`src/rtl/bus_ctrl_pkg.sv`:
```
// Shared types and constants for the external bus controller and its wait timer.
package bus_ctrl_pkg;

  typedef enum logic {
    IDLE   = 1'b0,
    ACCESS = 1'b1
  } bus_state_e;

  // Value returned to the dataflow when a read is abandoned with nothing driving the bus.
  localparam logic [7:0] OPEN_BUS_VALUE = 8'hFF;

endpackage : bus_ctrl_pkg

```
`src/rtl/bus_wait_timer.sv`:
```
// Saturating ACCESS-cycle counter. It flags when the minimum wait has elapsed
// and when the cycle has reached its last permitted ACCESS cycle.
module bus_wait_timer #(
  parameter int WAIT_STATES = 0,
  parameter int TIMEOUT     = 15
) (
  input  logic clk,
  input  logic nrst,
  input  logic clear,
  input  logic enable,
  output logic min_reached,
  output logic expired
);

  localparam int CNT_W = $clog2(TIMEOUT + 1);
  localparam logic [CNT_W-1:0] CNT_MAX = '1;

  logic [CNT_W-1:0] cnt_q;

  always_ff @(posedge clk or negedge nrst) begin
    if (!nrst) begin
      cnt_q <= '0;
    end else if (clear) begin
      cnt_q <= '0;
    end else if (enable && (cnt_q != CNT_MAX)) begin
      cnt_q <= cnt_q + 1'b1;
    end
  end

  // With no wait states the unsigned compare would be constant, so it is tied off.
  if (WAIT_STATES == 0) begin : g_no_wait
    assign min_reached = 1'b1;
  end else begin : g_wait
    assign min_reached = (cnt_q >= CNT_W'(WAIT_STATES));
  end

  assign expired = (cnt_q == CNT_W'(TIMEOUT - 1));

endmodule : bus_wait_timer

```
`src/rtl/external_bus_controller.sv`:
```
// Runs one external memory cycle per controller request, stretching it through
// ext_ready with a minimum wait and a timeout, and stalling the controller meanwhile.
module external_bus_controller
  import bus_ctrl_pkg::*;
#(
  parameter int WAIT_STATES = 0,
  parameter int TIMEOUT     = 15
) (
  input  logic        clk,
  input  logic        nrst,
  input  logic [7:0]  addr_low_in,
  input  logic [7:0]  addr_high_in,
  input  logic [7:0]  dor_in,
  input  logic        req_valid,
  input  logic        req_write,
  output logic        cpu_stall,
  output logic [7:0]  read_data_out,
  output logic        bus_error,
  output logic [15:0] ext_addr,
  output logic [7:0]  ext_wdata,
  output logic        ext_we,
  output logic        ext_re,
  input  logic [7:0]  ext_rdata,
  input  logic        ext_ready
);

  bus_state_e  state_q;
  logic [15:0] addr_q;
  logic [7:0]  wdata_q;
  logic        write_q;
  logic [7:0]  rdata_q;
  logic        stall_q;
  logic        we_q;
  logic        re_q;
  logic        error_q;

  logic min_reached;
  logic expired;

  bus_wait_timer #(
    .WAIT_STATES (WAIT_STATES),
    .TIMEOUT     (TIMEOUT)
  ) u_wait_timer (
    .clk         (clk),
    .nrst        (nrst),
    .clear       (state_q == IDLE),
    .enable      (state_q == ACCESS),
    .min_reached (min_reached),
    .expired     (expired)
  );

  // NOTE: strobes, stall and error are registered and cleared by the asynchronous
  // reset, so a reset mid-access drops them at once without any bus_error pulse.
  always_ff @(posedge clk or negedge nrst) begin
    if (!nrst) begin
      state_q <= IDLE;
      addr_q  <= '0;
      wdata_q <= '0;
      write_q <= 1'b0;
      rdata_q <= '0;
      stall_q <= 1'b0;
      we_q    <= 1'b0;
      re_q    <= 1'b0;
      error_q <= 1'b0;
    end else begin
      // NOTE: every state register uses <= so all of them update from the same
      // pre-edge values; a blocking write here would leak into later statements.
      error_q <= 1'b0;
      unique case (state_q)
        IDLE: begin
          if (req_valid) begin
            addr_q  <= {addr_high_in, addr_low_in};
            wdata_q <= dor_in;
            write_q <= req_write;
            stall_q <= 1'b1;
            we_q    <= req_write;
            re_q    <= ~req_write;
            state_q <= ACCESS;
          end
        end
        ACCESS: begin
          // Completion is tested first so it wins over a same-edge timeout.
          if (min_reached && ext_ready) begin
            if (!write_q) rdata_q <= ext_rdata;
            stall_q <= 1'b0;
            we_q    <= 1'b0;
            re_q    <= 1'b0;
            state_q <= IDLE;
          end else if (expired) begin
            if (!write_q) rdata_q <= OPEN_BUS_VALUE;
            error_q <= 1'b1;
            stall_q <= 1'b0;
            we_q    <= 1'b0;
            re_q    <= 1'b0;
            state_q <= IDLE;
          end
        end
        default: state_q <= IDLE;
      endcase
    end
  end

  assign cpu_stall     = stall_q;
  assign read_data_out = rdata_q;
  assign bus_error     = error_q;
  assign ext_addr      = addr_q;
  assign ext_wdata     = wdata_q;
  assign ext_we        = we_q;
  assign ext_re        = re_q;

endmodule : external_bus_controller

```
`config.mk`:
```
export PLATFORM = sky130hd
export DESIGN_NAME = external_bus_controller
export DESIGN_NICKNAME = d
export VERILOG_FILES = /design/src/rtl/bus_ctrl_pkg.sv /design/src/rtl/bus_wait_timer.sv /design/src/rtl/external_bus_controller.sv
export SDC_FILE = /design/constraint.sdc
export NUM_CORES = 1
export LEC_CHECK = 0
export CAP_MARGIN = 0
export CORE_MARGIN = 8
export CORE_UTILIZATION = 40
export DETAILED_ROUTE_END_ITERATION = 8
export PLACE_DENSITY = 0.75
export SLEW_MARGIN = 20
export SYNTH_ARGS = -nofsm -noshare
export SYNTH_HDL_FRONTEND = slang
export SYNTH_SLANG_ARGS = --single-unit
```
`constraint.sdc`:
```
create_clock -name clk -period 3.2 [get_ports clk]
set_clock_uncertainty 0.05 [all_clocks]
set_input_delay 0.32 -clock clk [delete_from_list [all_inputs] [get_ports clk]]
set_output_delay 0.32 -clock clk [all_outputs]
set_load 0.05 [all_outputs]
```
# Yosys cells after proc, flatten, opt, wreduce, memory -nomap -nowiden
# Cells that the tools add are included.
# word_totals
output_inout_bits,36
register_bits,42
word_cells,45
# classes
n_reduce_logical,5
n_addsub,1
n_eq_ne,5
bitwise_logic,3
muxes,21
# op_table
op,count
8-bit two-way mux,4
1-bit two-way mux,11
4-bit two-way mux,2
1-bit one-hot mux with 2 select lines,4
4-bit by 1-bit adder with 4-bit output (second input constant),1
4-bit equality test (second input constant),1
4-bit != test (second input constant),1
2-bit AND reduction,2
3-bit by 2-bit != test with 1-bit output (second input constant),1
1-bit NOT,3
3-bit AND reduction,1
2-bit by 1-bit != test with 1-bit output (second input constant),1
2-bit != test (second input constant),1
2-bit nonzero test,1
1-bit logical AND,1

# Longest topological paths before layout
# Gate-level depths: netlist (run 1).
# depth
ltp_word,4
ltp_mapped,5

# By module
# From an unflattened synthesis (run 1), not the netlist that was laid out.
# unflattened
cells_unflattened,116
area_unflattened_um2,1811.7
# modules_own_cells
mod,n_inst,cells_per_inst,seq_area_each_um2,area_per_inst_um2
external_bus_controller,1,91,950.9,1549.0
bus_wait_timer,1,25,100.1,262.8

# Worst setup path before layout (run 1)
# Ideal clock, no wire load.
# synth_timing
path_kind,flip-flop to flip-flop
from,register u_wait_timer.cnt_q[0]
to,register rdata_q[0] (netlist: read_data_out[0])
path_buffers,0
t_arrival_ns,1.221
path_stages_with_launch,6
path_slack_ns,1.863
setup_time_ns,0.066
t_required_ns,3.084
path_cell_list,dfrtp_1 -> inv_1 -> ha_1 -> a31oi_2 -> nor3b_4 -> o22a_1
# synth_via
elab_chain_cells,3
# synth_lines
item,line_no,source
"start, declared",bus_wait_timer.sv:18,logic [CNT_W-1:0] cnt_q;
"start signal, assigned",bus_wait_timer.sv:26,cnt_q <= cnt_q + 1'b1;
4-bit equality test,bus_wait_timer.sv:37,assign expired = (cnt_q == CNT_W'(TIMEOUT - 1));
2-bit nonzero test (no line),--,
3-bit AND reduction (no line),--,
"end signal, assigned",external_bus_controller.sv:84,if (!write_q) rdata_q <= ext_rdata;
"end, declared",external_bus_controller.sv:31,logic [7:0] rdata_q;
# No other way between the ends.
# A chain may end at the register's enable or synchronous reset.

# Worst setup path in the final report (run 1)
# layout_timing
from,input port req_valid
to,register addr_q[2] (netlist: ext_addr[2])
# layout_via
elab_chain_cells,1
# layout_lines
item,line_no,source
"start, declared",external_bus_controller.sv:14,"input logic req_valid,"
2-bit AND reduction (no line),--,
"end signal, assigned",external_bus_controller.sv:72,"addr_q <= {addr_high_in, addr_low_in};"
"end, declared",external_bus_controller.sv:28,logic [15:0] addr_q;
# No other way between the ends.

==> flow_metrics.tcl, run 1 <==
set metrics [dict create \
    status "completed" \
    fp.dieH_um 82.5 \
    max_slew_margin_pct 40.2 \
    hold_slack_ps 109 \
    cts_made_buffers 5 \
    dp_slack_ps 922 \
    place.port_buffers 72 \
    slew_violations 0 \
    avgSynthCellArea_um2 15.9 \
    final_layout_size_suffix_gt1_share_pct 20.7 \
    initial_core_util_pct 41.2 \
    insertedDiodeCount 0 \
    cp-startpoint "req_valid" \
    syn-num-nets 150 \
    route.detailed.drc 0 \
    setup_ws_ps 1230 \
    antenna_found_initial 0 \
    yosys.area_share.adder_pct 1.41 \
    clock.fmax_mhz 509 \
    cts_root_buf "clkbuf_8" \
    viasPerCell 4.88 \
    wl_per_cell_um 16.9 \
    path_cells "clkdlybuf4s50_1, nor2b_4, buf_4, mux2_4" \
    post_cts_resized 0 \
    synth_area_mm2 0.00177 \
    worstHoldPathType "input pin to async pin" \
    synthesis.instances 111 \
    yosysTopAreaCell "dfrtp_1" \
    fillers 351 \
    synth_mux_area_share_pct 21.1 \
    clock-sinks 42 \
    first_global_vias 1326 \
    hpwl_um 3090 \
    core_area_mm2 0.00429 \
    crit_fanout 17 \
    routed-via-count 1171 \
    synth-xor-area-share_pct 0.495 \
    slowest_delay_ps 560 \
    drv_cap 0 \
    finalCritPeriodShare_pct 61.4 \
    synth-warning-count 0 \
    area_growth_pct 46.4 \
    synth_top_family_by_area "multiplexers" \
    ant_nets 0 \
    worstSetupPathType "input pin to flip-flop" \
    power.leakage_nw 1.11 \
    cts_tree "yes" \
    path_clk_slew_ps 80 \
    yosys.area_share.simple_pct 6.08 \
    synth_compound_area_share_pct 7.57 \
    synth-seq-cells 42 \
    rows 24 \
    grt_max_degree 43 \
    max-vdd-ir-drop_mv 0.368 \
    cp.required_ps 3330 \
    grt_remaining_overflow 0 \
    htree_levels 2 \
    slowest_stage "clkdlybuf4s50_1" \
    ys_types 28 \
    rsz0062_at_grt "false" \
    design_area_mm2 0.00259 \
    arrival_ps 2090 \
    fin_nets 226 \
    end_kind "flip-flop" \
    wl_um 4060 \
    worstReg2RegStart "state_q$_DFF_PN0_" \
    power.density_mw_per_mm2 780 \
    synth_top_cells_by_area "dfrtp_1, mux2_4, o22a_1, mux2_2, buf_12" \
    ios 73 \
    postPlaceCellArea_mm2 0.00250 \
    synth-seq-area-share_pct 59.4 \
    insertion_delay_ps 290 \
    grtUsageTotal_pct 12.4 \
    clk_path_buf_depth 2 \
    drt_iter0_markers 44 \
    finalSetupTns_ps 0 \
    gp_congestion 0.735 \
    setup_viol 0 \
    fp.dieW_um 82.5 \
    cp-start-kind "input pin" \
    grt_pass1_wl_um 6460 \
    fin_crit_ps 1970 \
    synth_top_area_share_pct 59.4 \
    dr.pass1.iters 3 \
    die_area_mm2 0.00681 \
    cts_hold_buffers 0 \
    worst_slew_pin_slew_ps 897 \
    hold_violations 0 \
    cts_setup_buffers 0 \
]
==> per-stage QoR <==
stage / instances / power, W / util (%)
detailed placement: 232 / 0.00170 / 58.2
CTS: 240 / 0.00205 / 60.3
global placement: 232 / 0.00168 / 58.2
floorplan: 111 / 0.00136 / -
global route: 240 / 0.00212 / 60.3
finish: 240 / 0.00202 / 60.3
==> area by class of cell <==
class	count	area (µm²)	area share, %
Clock buffer	7	86.3	3.33
Sequential cell	42	1050	40.6
Tap cell	52	65.1	2.51
Timing Repair Buffer	73	723	27.9
Inverter	3	11.3	0.435
Multi-Input combinational cell	62	648	25.0
Clock inverter	1	5.00	0.193
==> worst paths after layout <==
path | to | slack, ps | cells after the start
min reg2reg | read_data_out[3]$_DFFE_PN0P_ | 440 | 1
max reg2reg | ext_addr[2]$_DFFE_PN0P_ | 1300 | 3
max in group asynchronous | ext_wdata[4]$_DFFE_PN0P_ | 2430 | 1
min in group clk | read_data_out[3]$_DFFE_PN0P_ | 440 | 1
max | ext_addr[2]$_DFFE_PN0P_ | 1230 | 4
min | ext_re$_DFFE_PN0P_ | 110 | 1
==> critical path, delay by kind of cell <==
kind	cells	cell delay [ps]
simple gates	1	560
buf+inv	2	890
mux	1	310
==> logic make-up (layout without fill, tap and decap cells) <==
logic type,after synthesis,after routing
xor+xnor,1,1
compound gates,17,17
mux,27,27
simple gates,15,15
flops,42,42
buf+inv,7,84
fa+ha+maj,2,2
==> cell usage in the layout, fill, tap and decap left out, types with 2 or more instances in the layout <==
cell             count
o2bb2ai_1            2
mux2_4              19
dfrtp_1             42
nand3_1              3
mux2i_1              2
o21ai_0              3
ha_1                 2
inv_1                3
mux2_2               6
o22a_1               8
nand2_1              2
nor2_1               2
clkbuf_8             6
clkdlybuf4s50_1     71
==> metal layers <==
metal  global-route usage [%]  routed length, µm  vias to the layer above
li1                         -                  -                      550
met1                     15.8               1690                      551
met2                     17.5               1640                       65
met3                     6.82                691                        5
met4                     4.14                 42                        0
met5                        0                  0                        -
==> Yosys cell counts, drive strengths merged <==
cell type  number
dfrtp          42
and2            1
o2bb2ai         2
nand3           3
o21ai           3
a21oi           1
or2             1
nor2            2
nand2           2
mux2i           2
nand3b          2
buf             4
inv             3
ha              2
nor2b           2
a31oi           2
xnor2           1
mux2           25
or2b            1
nor3b           1
o22a            8
o31ai           1
==> registers in the layout, summed over array words and instances (netlist names) <==
name                count
bus_error               1
cpu_stall               1
ext_addr               16
ext_re                  1
ext_wdata               8
ext_we                  1
read_data_out           8
state_q                 1
u_wait_timer.cnt_q      4
write_q                 1
==> where the power goes <==
group          switching (W)  total, W  internal [W]
logic               0.000563  0.000936      0.000374
registers          0.0000881  0.000747      0.000659
clock network       0.000162  0.000336      0.000174
Note: power is estimated with default switching activity, not from simulation.
==> inputs of run 2 (changes only) <==
Settings changed: CORE_UTILIZATION 40 to 38.
Clock period 3.2 ns to 1.6 ns, I/O delays scaled along.
==> flow_metrics.tcl, run 2 (synthesis results as in run 1) <==
set metrics [dict create \
    status "completed" \
    max_slew_margin_pct 81.9 \
    core_area_mm2 0.00460 \
    die_area_mm2 0.00710 \
    setup_viol 0 \
    layout_commonest_cell "dfrtp_1" \
    dr_wl_met2_um 1700 \
    reg2reg_depth 6 \
    cts_made_buffers 5 \
    rows 25 \
    r2r-end "read_data_out[5]$_DFFE_PN0P_" \
    switching_share_pct 41.1 \
    top_layer_used "met4" \
    route.detailed.drc 0 \
    ant_nets 0 \
    wl_per_cell_um 16.0 \
    first_global_vias 1295 \
    path_clk_slew_ps 80 \
    clk_path_buf_depth 2 \
    wl_um 3980 \
    fp.dieH_um 84.2 \
    p_seq_share_pct 37.1 \
    rsz0062_at_grt "false" \
    p_clk_share_pct 17.2 \
    insertion_delay_ps 280 \
    cp-start-kind "flip-flop" \
    fin_nets 232 \
    grt_remaining_overflow 0 \
    max-vdd-ir-drop_mv 0.863 \
    grt_max_degree 43 \
    crit_fanout 8 \
    antenna_found_initial 0 \
    dr.pass1.iters 4 \
    gp_congestion 0.726 \
    final_cell_mix "dfrtp_1, buf_4, clkdlybuf4s50_1" \
    largest_register_ffs 16 \
    drv_cap 0 \
    finalCritPeriodShare_pct 94.2 \
    end_kind "flip-flop" \
    postPlaceCellArea_mm2 0.00247 \
    worstSetupPathType "flip-flop to flip-flop" \
    post_cts_resized 0 \
    power.density_mw_per_mm2 1550 \
    cts_tree "yes" \
    wl_met3_um 405 \
    area_growth_pct 45.5 \
    design_area_mm2 0.00257 \
    arrival_ps 1630 \
    cp.required_ps 1730 \
    viasPerCell 4.78 \
    grt_pass1_wl_um 6760 \
    final_layout_size_suffix_gt1_share_pct 41.2 \
    clock-sinks 42 \
    finalSetupTns_ps 0 \
    p_comb_share_pct 45.7 \
    slew_violations 0 \
    initial_core_util_pct 38.5 \
    htree_levels 2 \
    hpwl_um 3030 \
    worst_slew_pin_slew_ps 271 \
    power.leakage_nw 1.18 \
    fp.dieW_um 84.2 \
    m1WireLength_um 1830 \
    hold_violations 0 \
    ios 73 \
    clock.fmax_mhz 664 \
    routed-via-count 1185 \
    p_switching_w 0.00164 \
    drt_iter0_markers 21 \
    place.port_buffers 72 \
    worstReg2RegStart "u_wait_timer.cnt_q[0]$_DFFE_PN0P_" \
    insertedDiodeCount 0 \
    r2r_slack_ps 90 \
    worstHoldPathType "input pin to async pin" \
    fin_crit_ps 1510 \
    p_int_w 0.00235 \
    grtUsageTotal_pct 11.7 \
    post-route-util_pct 56.0 \
    cts_root_buf "clkbuf_8" \
]
run 2: cell types whose count changed in the layout (fill, tap and decap cells not counted), sizes merged:
| cell | delta |
|---|---|
| clkdlybuf4s50 | -36 |
| dlygate4sd3 | +1 |
| buf | +41 |
run 2: timing repair:
item,CTS,global route
setup buffers,0,1
hold buffers,1,0
setup endpoints to repair,0,3
endpoints found under the hold margin,42,0
run 2: worst max-delay path, cell delays in order (launching register included):
cell and delay [ps]:
dfrtp_1 370, inv_1 70, ha_1 220, a31oi_2 270
nor3b_4 70, buf_4 170, o22a_1 180
run 2: power by group through the flow:
stage | combinational, W | sequential [W] | clock [W]
final | 0.00182 | 0.00148 | 0.000689
after global placement | 0.00181 | 0.00148 | 0
after CTS | 0.00185 | 0.00148 | 0.000723
after floorplan | 0.000414 | 0.00231 | 0
after global routing | 0.00191 | 0.00151 | 0.000778
after detailed placement | 0.00184 | 0.00150 | 0
run 2: metal layers:
metal	vias to the layer above	global-route usage [%]
met4	0	3.30
met3	5	5.91
met2	60	16.7
li1	558	-
met5	-	0
met1	562	15.0
run 2: final cells by class:
| class | count | area (µm²) |
|---|---|---|
| clock inverter | 1 | 5.00 |
| inverter | 3 | 11.3 |
| sequential | 42 | 1050 |
| multi-input combinational | 62 | 648 |
| clock buffer | 7 | 86.3 |
| fill | 364 | 2020 |
| timing repair buffer | 79 | 706 |
| tap | 54 | 67.6 |
run 2: worst max-delay path by stage:
stage,start,to,slack [ps],depth (start not counted)
floorplan,u_wait_timer.cnt_q[0]$_DFFE_PN0P_,read_data_out[0]$_DFFE_PN0P_,260,5
global placement,req_valid,ext_wdata[7]$_DFFE_PN0P_,90,4
detailed placement,req_valid,ext_wdata[7]$_DFFE_PN0P_,60,4
CTS,u_wait_timer.cnt_q[0]$_DFFE_PN0P_,read_data_out[5]$_DFFE_PN0P_,60,5
global route,u_wait_timer.cnt_q[0]$_DFFE_PN0P_,read_data_out[5]$_DFFE_PN0P_,3,6
finish,u_wait_timer.cnt_q[0]$_DFFE_PN0P_,read_data_out[5]$_DFFE_PN0P_,90,6
run 2: stage by stage:
stage / worst slack [ps] / hold slack [ps] / cells / total power (W)
floorplan: 263 / -186 / 111 / 0.00273
global placement: 85.1 / 95.9 / 238 / 0.00330
detailed placement: 58.0 / 106 / 238 / 0.00334
CTS: 64.7 / 326 / 247 / 0.00405
global route: 3.03 / 345 / 248 / 0.00420
finish: 93.1 / 320 / 248 / 0.00400
==> inputs of run 3 (changes only) <==
Settings changed: CORE_UTILIZATION 38 to 40, CTS_BUF_LIST from default to sky130_fd_sc_hd__clkbuf_8, PLACE_DENSITY 0.75 to 0.78, SLEW_MARGIN 20 to 0.
==> flow_metrics.tcl, run 3 (synthesis results as in run 1) <==
set metrics [dict create \
    setup_viol 0 \
    core_area_mm2 0.00429 \
    final_cells 246 \
    power.leakage_nw 1.17 \
    area_growth_pct 46.7 \
    route.detailed.drc 0 \
    antenna_found_initial 0 \
    fin_crit_ps 1500 \
    max-vdd-ir-drop_mv 0.821 \
    clock.fmax_mhz 667 \
    crit_fanout 8 \
    power.density_mw_per_mm2 1550 \
    wl_um 4180 \
    cp.required_ps 1730 \
    cts_root_buf "clkbuf_8" \
    worstHoldPathType "input pin to async pin" \
    ant_nets 0 \
    path_clk_slew_ps 90 \
    cts_made_buffers 5 \
    wl_per_cell_um 17.0 \
    first_global_vias 1284 \
    worst_slew_pin_slew_ps 424 \
    path_cells "inv_1, ha_1, a31oi_4, nor3b_4, buf_4, o22a_1" \
    htree_levels 2 \
    clock-sinks 42 \
    fillers 329 \
    fin_nets 232 \
    cp_top_family "compound AO/OA/AOI/OAI gates" \
    critical_path_buf_inv_count 2 \
    slew_violations 0 \
    multi_input_area_um2 657 \
    final_layout_size_suffix_gt1_share_pct 41.8 \
    grtUsageTotal_pct 12.3 \
    drt_iter0_markers 81 \
    rows 24 \
    finalSetupTns_ps 0 \
    grt_remaining_overflow 0 \
    hpwl_um 3330 \
    grt_max_degree 26 \
    grt_pass1_wl_um 6380 \
    routed-via-count 1212 \
    slowest_stage "dfrtp_1" \
    gp_congestion 0.742 \
    post-route-util_pct 60.4 \
    cts_tree "yes" \
    hold_violations 0 \
    worstSetupPathType "flip-flop to flip-flop" \
    slowest_delay_ps 380 \
    fp.dieH_um 82.5 \
    cp-start-kind "flip-flop" \
    ios 73 \
    max_slew_margin_pct 71.7 \
    fp.dieW_um 82.5 \
    drv_cap 0 \
    die_area_mm2 0.00681 \
    rsz0062_at_grt "false" \
    insertedDiodeCount 0 \
    place.port_buffers 72 \
    total_power_w 0.00402 \
    arrival_ps 1630 \
    end_kind "flip-flop" \
    largest_register_ffs 16 \
    insertion_delay_ps 290 \
    final_cell_mix "dfrtp_1, buf_4, clkdlybuf4s50_1" \
    dp_cells 236 \
    viasPerCell 4.93 \
    dr.pass1.iters 4 \
    status "completed" \
    ff_latch_area_mm2 0.00105 \
    clk_path_buf_depth 2 \
    layout_commonest_cell "dfrtp_1" \
    initial_core_util_pct 41.2 \
    finalCritPeriodShare_pct 93.8 \
]
run 3: where the power goes:
part | switching (W) | total, W | leakage (nW) | internal (W)
combinational | 0.00115 | 0.00184 | 0.637 | 0.000694
clock | 0.000374 | 0.000686 | 0.0408 | 0.000312
sequential | 0.000174 | 0.00149 | 0.496 | 0.00132
run 3: path summary, 6_finish.rpt:
| kind | from | endpoint | slack [ps] | depth (start not counted) |
|---|---|---|---|---|
| setup / recovery | u_wait_timer.cnt_q[0]$_DFFE_PN0P_ | read_data_out[6]$_DFFE_PN0P_ | 100 | 6 |
| hold / removal | nrst | u_wait_timer.cnt_q[3]$_DFFE_PN0P_ | 280 | 2 |
| setup reg to reg | u_wait_timer.cnt_q[0]$_DFFE_PN0P_ | read_data_out[6]$_DFFE_PN0P_ | 100 | 6 |
| hold reg to reg | read_data_out[1]$_DFFE_PN0P_ | read_data_out[1]$_DFFE_PN0P_ | 440 | 1 |
| max in group asynchronous | nrst | state_q$_DFF_PN0_ | 740 | 3 |
| min in group clk | addr_low_in[4] | ext_addr[4]$_DFFE_PN0P_ | 420 | 2 |
run 3: layer usage:
metal / vias to the layer above / share of wire (%) / track usage, %
met1: 590 / 40 / 14.9
met2: 60 / 45 / 18.6
met4: 0 / 1.3 / 4.66
met5: - / 0 / 0
li1: 558 / - / -
met3: 4 / 14 / 5.95
run 3: worst register-to-register path: cells and delay by family (launching register included):
family                   cells  cell delay [ps]
AO/OA/AOI/OAI                2              410
flip-flops                   1              380
AND/OR/NAND/NOR              1               60
adder cells (fa/ha/maj)      1              240
buffers and inverters        2              240
run 3: metrics by stage:
stage,hold slack (ps),area [µm²],setup WS [ps]
3_5_place_dp,71.2,2480,32.3
6_report,283,2590,99.9
3_3_place_gp,60.3,2480,52.9
2_1_floorplan,-186,1770,263
4_1_cts,281,2580,45.0
5_1_grt,301,2590,11.0
run 3: what timing repair did:
item                       4_1_cts  5_1_grt
buffers inserted                 0        1
setup endpoints to repair        0        8
hold buffers                     1        0
hold endpoints to repair        17        0
gates resized for setup          0        1
run 3: area by class of cell:
class,instances,share of cell area (%)
clock buffers,5,2.65
clock inverters,3,0.916
inverters,3,0.434
multi-input cells,62,25.3
flip-flops and latches,42,40.5
well taps,52,2.51
repair buffers,79,27.7
